`src/rtl/bnn_host_pkg.sv`:
```
// ============================================================================
// Module  : bnn_host_pkg
// Brief   : Shared state encoding and sizing helper for the BNN stream host.
// Rev     : 1.0
// ============================================================================
`default_nettype none

package bnn_host_pkg;

    typedef enum logic [1:0] {
        ST_LOAD   = 2'd0,
        ST_RUN    = 2'd1,
        ST_RESULT = 2'd2
    } host_state_t;

    // A single class still needs a one-bit prediction field.
    function automatic int pred_width(input int class_cnt);
        return (class_cnt > 1) ? $clog2(class_cnt) : 1;
    endfunction

endpackage

`default_nettype wire

```
`src/rtl/bnn_frame_assembler.sv`:
```
// ============================================================================
// Module  : bnn_frame_assembler
// Brief   : Writes stream beats into the parallel feature vector and flags
//           frames whose s_last does not land on the final slot.
// Rev     : 1.0
// ============================================================================
`default_nettype none

module bnn_frame_assembler #(
    parameter int FEAT_CNT  = 12,
    parameter int FEAT_BITS = 4
) (
    input  logic                          clk,
    input  logic                          rst,
    input  logic                          i_load_en,
    input  logic                          i_valid,
    input  logic [FEAT_BITS-1:0]          i_data,
    input  logic                          i_last,
    output logic [FEAT_CNT*FEAT_BITS-1:0] o_features,
    output logic                          o_frame_err,
    output logic                          o_frame_done
);

    localparam int IDX_W = (FEAT_CNT > 1) ? $clog2(FEAT_CNT) : 1;

    logic [IDX_W-1:0]              r_idx;
    logic [FEAT_CNT*FEAT_BITS-1:0] r_features;
    logic                          r_frame_err;

    logic w_accept;
    logic w_at_end;
    logic w_err;

    assign w_accept     = i_load_en & i_valid;
    assign w_at_end     = (r_idx == IDX_W'(FEAT_CNT - 1));
    // s_last must coincide exactly with the final slot.
    assign w_err        = w_accept & (w_at_end ^ i_last);
    assign o_frame_done = w_accept & w_at_end & i_last;

    always_ff @(posedge clk or negedge rst) begin
        if (!rst) begin
            r_idx       <= '0;
            r_features  <= '0;
            r_frame_err <= 1'b0;
        end else begin
            r_frame_err <= w_err;
            if (w_accept) begin
                r_features[r_idx*FEAT_BITS +: FEAT_BITS] <= i_data;
                r_idx <= (w_at_end | i_last) ? '0 : r_idx + IDX_W'(1);
            end
        end
    end

    assign o_features  = r_features;
    assign o_frame_err = r_frame_err;

endmodule

`default_nettype wire

```
`src/rtl/bnn_stream_host.sv`:
```
// ============================================================================
// Module  : bnn_stream_host
// Brief   : Loads a feature frame, runs the BNN for a fixed window, and hands
//           the sampled prediction downstream over valid/ready.
// Rev     : 1.0
// ============================================================================
`default_nettype none

module bnn_stream_host
    import bnn_host_pkg::*;
#(
    parameter int FEAT_CNT     = 12,
    parameter int FEAT_BITS    = 4,
    parameter int CLASS_CNT    = 6,
    parameter int INFER_CYCLES = 48
) (
    input  logic                               clk,
    input  logic                               rst,
    input  logic                               s_valid,
    output logic                               s_ready,
    input  logic [FEAT_BITS-1:0]               s_data,
    input  logic                               s_last,
    output logic [FEAT_CNT*FEAT_BITS-1:0]      features,
    output logic                               bnn_rst,
    input  logic [pred_width(CLASS_CNT)-1:0]   prediction,
    output logic                               m_valid,
    input  logic                               m_ready,
    output logic [pred_width(CLASS_CNT)-1:0]   m_pred,
    output logic                               frame_err
);

    localparam int PRED_W = pred_width(CLASS_CNT);
    localparam int CNT_W  = (INFER_CYCLES > 1) ? $clog2(INFER_CYCLES) : 1;

    host_state_t       r_state;
    host_state_t       w_state_next;
    logic [CNT_W-1:0]  r_cnt;
    logic [CNT_W-1:0]  w_cnt_next;
    logic              r_bnn_rst;
    logic              w_bnn_rst_next;
    logic              r_m_valid;
    logic              w_m_valid_next;
    logic [PRED_W-1:0] r_m_pred;
    logic [PRED_W-1:0] w_m_pred_next;
    logic              w_s_ready;
    logic              w_frame_done;

    // The reset term keeps s_ready low while rst is held, even though the
    // state register already reads LOAD.
    assign w_s_ready = rst & (r_state == ST_LOAD);

    bnn_frame_assembler #(
        .FEAT_CNT  (FEAT_CNT),
        .FEAT_BITS (FEAT_BITS)
    ) u_assembler (
        .clk          (clk),
        .rst          (rst),
        .i_load_en    (w_s_ready),
        .i_valid      (s_valid),
        .i_data       (s_data),
        .i_last       (s_last),
        .o_features   (features),
        .o_frame_err  (frame_err),
        .o_frame_done (w_frame_done)
    );

    always_ff @(posedge clk or negedge rst) begin
        if (!rst) begin
            r_state   <= ST_LOAD;
            r_cnt     <= '0;
            r_bnn_rst <= 1'b1;
            r_m_valid <= 1'b0;
            r_m_pred  <= '0;
        end else begin
            r_state   <= w_state_next;
            r_cnt     <= w_cnt_next;
            r_bnn_rst <= w_bnn_rst_next;
            r_m_valid <= w_m_valid_next;
            r_m_pred  <= w_m_pred_next;
        end
    end

    always_comb begin
        w_state_next   = r_state;
        w_cnt_next     = r_cnt;
        w_bnn_rst_next = r_bnn_rst;
        w_m_valid_next = r_m_valid;
        w_m_pred_next  = r_m_pred;
        case (r_state)
            ST_LOAD: begin
                w_bnn_rst_next = 1'b1;
                if (w_frame_done) begin
                    w_state_next   = ST_RUN;
                    w_cnt_next     = CNT_W'(INFER_CYCLES - 1);
                    w_bnn_rst_next = 1'b0;
                end
            end
            ST_RUN: begin
                if (r_cnt == '0) begin
                    w_state_next   = ST_RESULT;
                    w_m_pred_next  = prediction;
                    w_m_valid_next = 1'b1;
                    w_bnn_rst_next = 1'b1;
                end else begin
                    w_cnt_next = r_cnt - CNT_W'(1);
                end
            end
            ST_RESULT: begin
                if (m_ready) begin
                    w_m_valid_next = 1'b0;
                    w_state_next   = ST_LOAD;
                end
            end
            default: begin
                w_state_next   = ST_LOAD;
                w_bnn_rst_next = 1'b1;
                w_m_valid_next = 1'b0;
            end
        endcase
    end

    assign s_ready = w_s_ready;
    assign bnn_rst = r_bnn_rst;
    assign m_valid = r_m_valid;
    assign m_pred  = r_m_pred;

endmodule

`default_nettype wire

```
`config.mk`:
```
export PLATFORM = sky130hd
export DESIGN_NAME = bnn_stream_host
export DESIGN_NICKNAME = d
export VERILOG_FILES = /design/src/rtl/bnn_host_pkg.sv /design/src/rtl/bnn_frame_assembler.sv /design/src/rtl/bnn_stream_host.sv
export SDC_FILE = /design/constraint.sdc
export NUM_CORES = 1
export LEC_CHECK = 0
export BUFFER_PORTS_ARGS = -buffer_cell sky130_fd_sc_hd__buf_2
export CAP_MARGIN = 20
export CORE_UTILIZATION = 58
export DETAILED_ROUTE_END_ITERATION = 10
export GPL_ROUTABILITY_DRIVEN = 1
export PLACE_DENSITY = 0.84
export SKIP_LAST_GASP = 1
export SYNTH_ARGS = -nofsm -noshare
export SYNTH_HDL_FRONTEND = slang
export SYNTH_HIERARCHICAL = 1
export SYNTH_SLANG_ARGS = --single-unit
export TNS_END_PERCENT = 30
```
`constraint.sdc`:
```
create_clock -name clk -period 5.9 [get_ports clk]
set_input_delay 1.18 -clock clk [delete_from_list [all_inputs] [get_ports clk]]
set_output_delay 1.18 -clock clk [all_outputs]
set_load 0.02 [all_outputs]
```
==> flow_metrics.tcl <==
set metrics [dict create \
    async_flop_share_pct 100 \
    rows 26 \
    reg2reg_setup_slack_ns 3.20 \
    synth_edf_count 0 \
    cp_num_buf_inv 2 \
    ir_worst_vdd_v 0.000271 \
    min_from "u_assembler/o_features[35]$_DFFE_PN0P_" \
    relSlewSlack_pct 46.7 \
    tightest_slew_ns 0.799 \
    firstDrtPassIters 4 \
    dp.cells 387 \
    syn_area_mm2 0.00305 \
    grt_pass1_wl_um 10400 \
    r2r-end "u_assembler/o_features[4]$_DFFE_PN0P_" \
    cp_data_arrival_time_ns 1.92 \
    ant_nets 0 \
    tns_ns 0 \
    worstHoldPathType "reg2reg" \
    crit_path_max_incr_delay_ns 0.39 \
    syn-num-nets 280 \
    crit_fanout 5 \
    start_kind "primary input" \
    viasPerCell 5.60 \
    hold_viol 0 \
    cts_sinks 66 \
    rsz0062_at_grt "no" \
    route.vias.total 2255 \
    final.fill_count 382 \
    clockBufferDepth 2 \
    period_minus_slack_ns 3.10 \
    hold_buffers 0 \
    postCtsSetupBuffers 0 \
    hold_path_depth 1 \
    power_leakage_nw 1.89 \
    drv_cap 0 \
    clk_latency_ns 0.34 \
    antenna_cells 0 \
    crit_path_frequent_cell "buf_2" \
    ys_ff_latch 66 \
    yosysSeqAreaShare_pct 54.2 \
    fp.dieArea_mm2 0.00555 \
    outcome "complete, no violations" \
    power_density_mw_per_mm2 361 \
    max_freq_mhz 322 \
    cts.root.buffer_cell "clkbuf_8" \
    slowest_stage "nor3b_1" \
    setup_viol 0 \
    grt.overflow.total 0 \
    start_util_pct 60.1 \
    pin_count 67 \
    crit_type "in2out" \
    place_congestion 0.804 \
    fin_nets 346 \
    cts-buffers-inserted 9 \
    antenna_found_initial 0 \
    drt-initial-drc-count 157 \
    post_cts_resized 0 \
    synthToLayoutAreaGrowth_pct 18.9 \
    dp_hpwl_um 4450 \
    end_kind "primary output" \
    track_usage_pct 25.7 \
    grt_max_degree 67 \
    htree_num_levels 3 \
    path_clk_slew_ns 0.08 \
    core_area_mm2 0.00507 \
    crit_required_ns 4.72 \
    post-route-period-util_pct 52.6 \
    crit_chain "buf_2 > nor3b_1 > buf_2" \
    die_x_um 74.5 \
    syn_avg_cell_area_um2 11.6 \
    finalClockSkew_ns 0.00910 \
    final_cells 403 \
    portBuffers 66 \
    die_h_um 74.5 \
    critPathTopFamily "simple AND/OR/NAND/NOR gates" \
    synthFlopType "dfrtp_1" \
    final_common_cell "buf_2" \
    regToRegStartpoint "u_assembler/r_idx[0]$_DFFE_PN0P_" \
    reg2reg_depth 6 \
    wl_per_cell_um 16.1 \
    drive_gt1_share_pct 38.1 \
    grt_pass1_vias 2198 \
    drc 0 \
    mostFrequentLayoutCells "buf_2 (66), dfrtp_1 (65), mux2_2 (30), nand2_1 (24), o21ai_0 (21)" \
    hold_end "u_assembler/o_features[35]$_DFFE_PN0P_" \
    cts_tree "built" \
    syn_inst 262 \
    slew_viol_final 0 \
    wirelength_um 6510 \
    synth_cell_types 50 \
    ys_warn_count 6 \
]
report_power, final:
part           switching [W]  total [W]  leakage [nW]  internal (W)
Combinational       0.000197   0.000321         0.929      0.000124
Sequential         0.0000554   0.000576         0.861      0.000520
Clock               0.000177   0.000414         0.105      0.000237
Total               0.000429    0.00131          1.89      0.000881
layer usage:
layer	vias to the layer above	share of wire, %	routed length (µm)	track usage, %
li1	1056	-	-	-
met1	1116	45	2930	34.7
met2	68	49	3180	40.1
met3	15	3.9	253	5.01
met4	0	2.2	140	12.4
met5	-	0	0	0
synth_stat cells (all sizes together), types with 3 or more instances:
master  instances  area (µm²)
o21ai          23         126
or3             3        18.8
mux2i           8        80.1
nand2          24        90.1
o31ai           3        22.5
ha              6        75.1
dfrtp          65        1630
mux2           34         398
nor3b           5        48.8
nand4           4        25.0
or2             4        25.0
nor2           10        37.5
nand2b          7        43.8
nor2b           7        43.8
nor3            4        20.0
and3            8        50.1
clkbuf          6        23.8
inv            11        41.3
buf             6        42.5
state kept, by name (all words and copies together), names as in the netlist:
signal	cells
bnn_rst	1
u_assembler/o_frame_err	1
u_assembler/o_features	48
u_assembler/r_idx	4
m_valid	1
m_pred	3
r_state	2
r_cnt	6
worst reg2reg max path: stages (launching register included):
cell and delay, ns:
dfrtp_1 0.72, inv_2 0.08, ha_1 0.52, nand2_1 0.08, or3_1 0.44, nor2_1 0.35
mux2_2 0.38
cell type report:
class | instances | area (µm²) | area share [%]
timing repair buffer | 67 | 338 | 9.31
inverter | 11 | 41.3 | 1.14
multi-input combinational | 173 | 1290 | 35.6
clock buffer | 9 | 124 | 3.41
tap | 70 | 87.6 | 2.41
sequential | 66 | 1650 | 45.6
clock inverter | 7 | 93.8 | 2.59
kinds of logic (layout without fill, tap and decap cells):
logic type	count (synthesis)	in the layout	synth area share (%)
AOI/OAI and AO/OA	36	36	7.47
xor gates and xnor gates	2	2	0.574
and+or+nand+nor	87	87	16.1
buffers and inverters	23	94	3.53
muxes	42	42	15.7
DFF	66	66	54.2
adders and majority gates	6	6	2.46
worst max path at each step:
| stage | from | to | cells past startpoint |
|---|---|---|---|
| floorplan | rst | u_assembler/o_features[21]$_DFFE_PN0P_ | 6 |
| global placement | rst | s_ready | 3 |
| detailed placement | rst | r_cnt[4]$_DFFE_PN0P_ | 7 |
| CTS | rst | s_ready | 3 |
| global route | rst | s_ready | 3 |
| finish | rst | s_ready | 3 |
stage by stage:
step                      cell area (µm²)  worst slack, ns  total power, W  util (%)  hold slack, ns
after floorplan                      3050             2.79        0.000794         -           0.469
after global placement               3410             2.82        0.000887      67.2           0.458
after detailed placement             3410             2.76        0.000901      67.2           0.469
after CTS                            3630             2.81         0.00132      71.5           0.491
after global routing                 3630             2.77         0.00137      71.5           0.519
final                                3630             2.80         0.00131      71.5           0.490
No activity file was read; power rests on OpenSTA's default activity.
